--- src/rtl/issrr_pkg.sv ---
// Shared widths and helpers for the issue-queue to register-read pipeline.
package issrr_pkg;

    localparam int LANES_MAX = 8;
    localparam int CKPTS_MAX = 16;
    localparam int BM_MAX    = LANES_MAX * CKPTS_MAX;
    localparam int CNT_W     = $clog2(LANES_MAX + 1);
    localparam int KILL_W    = $clog2(4 * LANES_MAX + 1);
    localparam int PERF_W    = 32;

    function automatic logic [CNT_W-1:0] popcount_lanes(
        input logic [LANES_MAX-1:0] v
    );
        logic [CNT_W-1:0] n;
        logic [LANES_MAX-1:0] t;
        n = '0;
        for (int i = 0; i < LANES_MAX; i++) begin
            t = v >> i;
            n = n + CNT_W'(t[0]);
        end
        return n;
    endfunction

    // Masks arrive packed lane-major, ckpts bits per lane.
    function automatic logic [LANES_MAX-1:0] kill_vec(
        input logic [BM_MAX-1:0] bmask,
        input int unsigned       id,
        input logic              en,
        input int unsigned       lanes,
        input int unsigned       ckpts
    );
        logic [LANES_MAX-1:0] k;
        logic [BM_MAX-1:0] t;
        k = '0;
        for (int unsigned i = 0; i < LANES_MAX; i++) begin
            t = bmask >> (i * ckpts + id);
            if (en && i < lanes) k[i] = t[0];
        end
        return k;
    endfunction

endpackage

--- src/rtl/issrr_stage.sv ---
// One lane-parallel pipeline stage: valid/payload/mask registers with
// hold, squash and checkpoint-clear handling.
module issrr_stage
    import issrr_pkg::*;
#(
    parameter int NUM_LANES = 6,
    parameter int PKT_W     = 128,
    parameter int CKPTS     = 8,
    parameter int CKPT_LOG  = 3
) (
    input  logic                       clk,
    input  logic                       reset,
    input  logic                       stall,
    input  logic                       flush,
    input  logic                       mispredict,
    input  logic [CKPT_LOG-1:0]        mispredictId,
    input  logic                       resolve,
    input  logic [CKPT_LOG-1:0]        resolveId,
    input  logic [NUM_LANES-1:0]       validIn,
    input  logic [NUM_LANES*PKT_W-1:0] pktIn,
    input  logic [NUM_LANES*CKPTS-1:0] maskIn,
    output logic [NUM_LANES-1:0]       validOut,
    output logic [NUM_LANES*PKT_W-1:0] pktOut,
    output logic [NUM_LANES*CKPTS-1:0] maskOut,
    output logic [NUM_LANES-1:0]       validNext,
    output logic [CNT_W-1:0]           killCnt
);

    logic [NUM_LANES-1:0]       srcValid;
    logic [NUM_LANES-1:0]       killed;
    logic [NUM_LANES-1:0]       load;
    logic [NUM_LANES*CKPTS-1:0] srcMask;
    logic [NUM_LANES*CKPTS-1:0] clrAll;
    logic [NUM_LANES*CKPTS-1:0] maskClr;
    logic [NUM_LANES*CKPTS-1:0] maskNext;
    logic [NUM_LANES*CKPTS-1:0] laneMask;
    logic [NUM_LANES*PKT_W-1:0] lanePkt;
    logic [BM_MAX-1:0]          maskWide;
    logic [LANES_MAX-1:0]       killWide;
    logic [LANES_MAX-1:0]       cntWide;
    logic [CKPTS-1:0]           clrOne;

    for (genvar g = 0; g < NUM_LANES; g++) begin : gLane
        assign laneMask[g*CKPTS +: CKPTS] = {CKPTS{load[g]}};
        assign lanePkt[g*PKT_W +: PKT_W]  = {PKT_W{load[g]}};
    end

    always_comb begin
        srcValid = stall ? validOut : validIn;
        srcMask  = stall ? maskOut : maskIn;
        maskWide = '0;
        maskWide[NUM_LANES*CKPTS-1:0] = srcMask;
        killWide = kill_vec(maskWide, int'(mispredictId), mispredict,
                            NUM_LANES, CKPTS);
        killed   = srcValid & killWide[NUM_LANES-1:0];
        clrOne   = resolve ? (CKPTS'(1) << resolveId) : '0;
        clrAll   = {NUM_LANES{clrOne}};
        maskClr  = srcMask & ~clrAll;
        load     = stall ? '0 : validIn;
        // Idle lanes keep stale payload; only valid lanes toggle flops.
        maskNext = stall ? maskClr
                         : (maskClr & laneMask) | (maskOut & ~laneMask);
        validNext = flush ? '0 : (srcValid & ~killed);
        cntWide = '0;
        cntWide[NUM_LANES-1:0] = flush ? validOut : killed;
        killCnt = popcount_lanes(cntWide);
    end

    always_ff @(posedge clk) begin
        if (reset) begin
            validOut <= '0;
            pktOut   <= '0;
            maskOut  <= '0;
        end else begin
            validOut <= validNext;
            pktOut   <= (pktIn & lanePkt) | (pktOut & ~lanePkt);
            maskOut  <= maskNext;
        end
    end

endmodule

--- src/rtl/issueq_regread_pipe.sv ---
// Issue-grant to register-read pipeline, DEPTH stages of NUM_LANES slots.
// Optional perf counters enabled with `define ISSRR_PERF_CNT_EN.
module issueq_regread_pipe
    import issrr_pkg::*;
#(
    parameter  int NUM_LANES = 6,
    parameter  int PKT_W     = 128,
    parameter  int DEPTH     = 1,
    parameter  int CKPTS     = 8,
    parameter  int CKPT_LOG  = 3,
    localparam int OCC_W     = $clog2(DEPTH * NUM_LANES + 1)
) (
    input  logic                       clk,
    input  logic                       reset,
    input  logic                       stall_i,
    input  logic                       flush_i,
    input  logic                       mispredict_i,
    input  logic [CKPT_LOG-1:0]        mispredict_id_i,
    input  logic                       resolve_i,
    input  logic [CKPT_LOG-1:0]        resolve_id_i,
    input  logic [NUM_LANES-1:0]       valid_i,
    input  logic [NUM_LANES*PKT_W-1:0] packet_i,
    input  logic [NUM_LANES*CKPTS-1:0] bmask_i,
    output logic [NUM_LANES-1:0]       valid_o,
    output logic [NUM_LANES*PKT_W-1:0] packet_o,
    output logic [NUM_LANES*CKPTS-1:0] bmask_o,
    output logic [OCC_W-1:0]           occ_o
`ifdef ISSRR_PERF_CNT_EN
    ,
    output logic [PERF_W-1:0]          perf_issued_o,
    output logic [PERF_W-1:0]          perf_squashed_o
`endif
);

    logic [NUM_LANES-1:0]       vChain [DEPTH+1];
    logic [NUM_LANES*PKT_W-1:0] pChain [DEPTH+1];
    logic [NUM_LANES*CKPTS-1:0] mChain [DEPTH+1];
    logic [OCC_W-1:0]           occAcc [DEPTH+1];
    logic [KILL_W-1:0]          killAcc [DEPTH+1];

    assign vChain[0]  = valid_i;
    assign pChain[0]  = packet_i;
    assign mChain[0]  = bmask_i;
    assign occAcc[0]  = '0;
    assign killAcc[0] = '0;

    for (genvar s = 0; s < DEPTH; s++) begin : gStage
        logic [NUM_LANES-1:0] vNext;
        logic [CNT_W-1:0]     kCnt;

        issrr_stage #(
            .NUM_LANES (NUM_LANES),
            .PKT_W     (PKT_W),
            .CKPTS     (CKPTS),
            .CKPT_LOG  (CKPT_LOG)
        ) uStage (
            .clk          (clk),
            .reset        (reset),
            .stall        (stall_i),
            .flush        (flush_i),
            .mispredict   (mispredict_i),
            .mispredictId (mispredict_id_i),
            .resolve      (resolve_i),
            .resolveId    (resolve_id_i),
            .validIn      (vChain[s]),
            .pktIn        (pChain[s]),
            .maskIn       (mChain[s]),
            .validOut     (vChain[s+1]),
            .pktOut       (pChain[s+1]),
            .maskOut      (mChain[s+1]),
            .validNext    (vNext),
            .killCnt      (kCnt)
        );

        assign occAcc[s+1] = occAcc[s]
            + OCC_W'(popcount_lanes(LANES_MAX'(vNext)));
        assign killAcc[s+1] = killAcc[s] + KILL_W'(kCnt);
    end

    assign valid_o  = vChain[DEPTH];
    assign packet_o = pChain[DEPTH];
    assign bmask_o  = mChain[DEPTH];

    always_ff @(posedge clk) begin
        if (reset) occ_o <= '0;
        else       occ_o <= occAcc[DEPTH];
    end

`ifdef ISSRR_PERF_CNT_EN
    logic [PERF_W:0] issSum;
    logic [PERF_W:0] sqSum;

    always_comb begin
        issSum = {1'b0, perf_issued_o}
               + (PERF_W+1)'(popcount_lanes(LANES_MAX'(valid_o)));
        sqSum  = {1'b0, perf_squashed_o} + (PERF_W+1)'(killAcc[DEPTH]);
    end

    // Saturate instead of wrapping so long runs stay monotonic.
    always_ff @(posedge clk) begin
        if (reset) begin
            perf_issued_o   <= '0;
            perf_squashed_o <= '0;
        end else begin
            if (!stall_i)
                perf_issued_o <= issSum[PERF_W] ? '1 : issSum[PERF_W-1:0];
            perf_squashed_o <= sqSum[PERF_W] ? '1 : sqSum[PERF_W-1:0];
        end
    end
`else
    logic [KILL_W-1:0] unusedKill;
    assign unusedKill = killAcc[DEPTH];
`endif

endmodule

--- config.mk ---
export PLATFORM = sky130hd
export DESIGN_NAME = issueq_regread_pipe
export DESIGN_NICKNAME = d
export VERILOG_FILES = /design/src/rtl/issrr_pkg.sv /design/src/rtl/issrr_stage.sv /design/src/rtl/issueq_regread_pipe.sv
export SDC_FILE = /design/constraint.sdc
export NUM_CORES = 2
export LEC_CHECK = 0
export CAP_MARGIN = 0
export CORE_AREA = 2 2 653 655
export DETAILED_ROUTE_END_ITERATION = 12
export DIE_AREA = 0 0 655 657
export HOLD_SLACK_MARGIN = 0.15
export RECOVER_POWER = 50
export SYNTH_ARGS = -nofsm -noshare
export SYNTH_HDL_FRONTEND = slang
export SYNTH_HIERARCHICAL = 1
export SYNTH_SLANG_ARGS = --single-unit
--- constraint.sdc ---
create_clock -name clk -period 3.7 [get_ports clk]
set_input_delay 0.74 -clock clk [delete_from_list [all_inputs] [get_ports clk]]
set_output_delay 0.74 -clock clk [all_outputs]
set_load 0.01 [all_outputs]
==> results_tabular.tex <==
\begin{tabular}{lr}
\hline
Metric & Value \\
\hline
\multicolumn{2}{l}{\textbf{Outcome}} \\
Result of the run & finished with violations \\
Violated checks & max-capacitance violations, max-slew violations \\
\multicolumn{2}{l}{\textbf{Power and ir drop}} \\
Power density normalized to cell area & 453 nW/um2 \\
Peak ir drop on the vdd network & 0.355 mV \\
Leakage power total & 19.2 nW \\
\multicolumn{2}{l}{\textbf{Setup path}} \\
Biggest cell delay along the critical path & 0.58 ns \\
Sum of buffers and inverters on the critical path & 5 \\
Required time reported for the critical path endpoint & 4.48 ns \\
Endpoint class of the critical path & flip-flop \\
CP startpoint kind & input pin \\
Slowest stage cell, crit path & sky130\_fd\_sc\_hd\_\_dlygate4sd3\_1 \\
Class of the most critical setup path & in2reg \\
Sequence of cells on the critical path & dlygate4sd3\_1, buf\_12, nand2b\_1, buf\_4, o2bb2ai\_1, nor3\_2, nor3\_1, inv\_1, fa\_1, fa\_1, inv\_1, ha\_1, fa\_1, nor2b\_1 \\
Top cell family by delay on the critical path & adder cells \\
Data arrival time of the critical path & 4.27 ns \\
Peak fanout along the critical path & 10 \\
Most common cell type on the critical path & sky130\_fd\_sc\_hd\_\_fa\_1 \\
\multicolumn{2}{l}{\textbf{Route}} \\
Via density per instance & 3.14 \\
Initial DRT Pass Iterations & 7 \\
Via total after detailed routing & 35200 \\
Remaining routing DRC violations & 0 \\
Antenna Nets Post-Route & 0 \\
Drt wl/cell & 34.2 um \\
DRT iter0 DRCs & 2531 \\
Wirelength, routed & 383000 um \\
\multicolumn{2}{l}{\textbf{GRT}} \\
Total track usage & 17.1\% \\
Antenna violations before repair & 376 \\
Pin count of the biggest net entering global routing & 129 \\
Residual overflow from global routing & 0 \\
First-pass GRT wire length & 454000 um \\
Number of global-route vias before repair & 32800 \\
\multicolumn{2}{l}{\textbf{Timing}} \\
Number of endpoints failing setup at the final stage & 0 \\
Hold\_ws & 0.339 ns \\
Maximum clock frequency & 0.286 GHz \\
Aggregate negative setup slack & 0 ns \\
Worst-Margin Slew & 2.37 ns \\
Fraction of the cycle the final worst path needs & 94.4\% \\
Relative slew margins & -57.9\% \\
Shortest clock period the worst path allows after layout & 3.49 ns \\
RSZ-0062 raised after global routing & no \\
Final Hold Violating Endpoints & 0 \\
Slew Limit Fails & 404 \\
Clock skew after layout & 0.0556 ns \\
\multicolumn{2}{l}{\textbf{Clocking}} \\
Hold Buf Count CTS & 0 \\
Clock latency at the later pin of the worst-skew pair & 0.89 ns \\
Number of buffers inserted to repair setup after CTS & 0 \\
Count of cells resized by post-cts repair & 0 \\
Root buffer cell & sky130\_fd\_sc\_hd\_\_clkbuf\_16 \\
Buffer levels on the longest clock path & 4 \\
Number of levels the H-tree was split into & 3 \\
Number of CTS-inserted buffers & 117 \\
Clock-pin slew on the worst setup and hold paths & 0.06 ns \\
Num Clock Sinks & 825 \\
Clock tree from TritonCTS & built \\
\multicolumn{2}{l}{\textbf{Floorplan}} \\
Chip width & 655 um \\
Row cnt & 239 \\
Die Footprint & 430000 um2 \\
Number of I/O pins & 1659 \\
Placeable Area & 423000 um2 \\
Starting Density & 7.02\% \\
Overall die height & 657 um \\
\multicolumn{2}{l}{\textbf{Finish}} \\
Commonest non-fill, non-tap cell in the layout & sky130\_fd\_sc\_hd\_\_nand2\_1 \\
Top library cells by usage in the layout, fill and taps aside & sky130\_fd\_sc\_hd\_\_nand2\_1 (1544), sky130\_fd\_sc\_hd\_\_clkdlybuf4s50\_1 (1505), sky130\_fd\_sc\_hd\_\_dfxtp\_1 (825) \\
Net count, final & 6189 \\
Synth-to-layout area growth & 93.6\% \\
Post-route cell area & 57500 um2 \\
Filler Cell Count & 48700 \\
Proportion of layout cells with a drive suffix above 1 & 6.25\% \\
\multicolumn{2}{l}{\textbf{Synth}} \\
Post-synthesis cell area & 29700 um2 \\
Mean area per synthesized cell & 7.94 um2 \\
Number of warnings reported in the yosys synthesis log & 6 \\
Post-Syn Instances & 3739 \\
Total nets after synthesis & 4577 \\
\multicolumn{2}{l}{\textbf{Placed design}} \\
DP HPWL & 340000 um \\
IO buf count & 1658 \\
Placement-stage cell area & 53400 um2 \\
Final estimated routing congestion in global placement & 0.942 \\
\multicolumn{2}{l}{\textbf{Min path}} \\
Worst Hold Class & in2reg \\
\multicolumn{2}{l}{\textbf{Job}} \\
Number of maximum-capacitance violations & 5 \\
\hline
\end{tabular}
[final timing paths]
check                          start   endpoint  slack, ns  depth (start not counted)
setup / recovery  mispredict_id_i[0]   occ_o[1]       0.21                         14
hold / removal                 reset  flip-flop       0.34                          2
setup reg to reg           flip-flop   occ_o[1]       0.50                         11
hold reg to reg            flip-flop  flip-flop       0.45                          2
[metrics by stage]
| stage | worst slack (ns) | util, % | instances | power, W |
|---|---|---|---|---|
| after global routing | 0.146 | 13.6 | 11200 | 0.0270 |
| after floorplan | 0.130 | - | 3739 | 0.0108 |
| after detailed placement | -0.962 | 12.6 | 10900 | 0.0141 |
| after global placement | -1.06 | 12.6 | 10900 | 0.0141 |
| after CTS | 0.0575 | 13.6 | 11100 | 0.0266 |
| final | 0.206 | 13.6 | 11200 | 0.0260 |
[worst reg2reg max path, stage by stage (launching register included)]
cell and delay, ns:
sky130_fd_sc_hd__dfxtp_1 0.37, sky130_fd_sc_hd__mux2_1 0.33, sky130_fd_sc_hd__o22ai_1 0.19, sky130_fd_sc_hd__nor4_2 0.07, sky130_fd_sc_hd__nor3_1 0.20, sky130_fd_sc_hd__inv_1 0.09
sky130_fd_sc_hd__fa_1 0.50, sky130_fd_sc_hd__fa_1 0.49, sky130_fd_sc_hd__inv_1 0.05, sky130_fd_sc_hd__ha_1 0.19, sky130_fd_sc_hd__fa_1 0.47, sky130_fd_sc_hd__nor2b_1 0.13
[report_power, final]
part / leakage, nW / switching [W] / internal (W)
Clock: 1.99 / 0.00493 / 0.00732
Sequential: 6.74 / 0.000251 / 0.00930
Combinational: 10.5 / 0.00239 / 0.00181
[area by class of cell]
class / instances / area, um2 / area share [%]
Timing Repair Buffer: 1777 / 17800 / 30.9
Sequential cell: 825 / 16500 / 28.7
Multi-Input combinational cell: 2622 / 11800 / 20.5
Tap cell: 5663 / 7090 / 12.3
Clock buffer: 156 / 3320 / 5.77
Clock inverter: 54 / 757 / 1.32
Antenna cell: 91 / 228 / 0.396
Inverter: 8 / 30.0 / 0.0523
[layer usage]
metal | track usage, % | share of wire (%) | vias up
met4 | 6.34 | 4.8 | 70
met2 | 29.7 | 48 | 2066
met3 | 9.37 | 13 | 793
met5 | 0 | 0.13 | -
met1 | 17.0 | 34 | 16600
li1 | - | - | 15600
(Power assumes the default switching activity.)
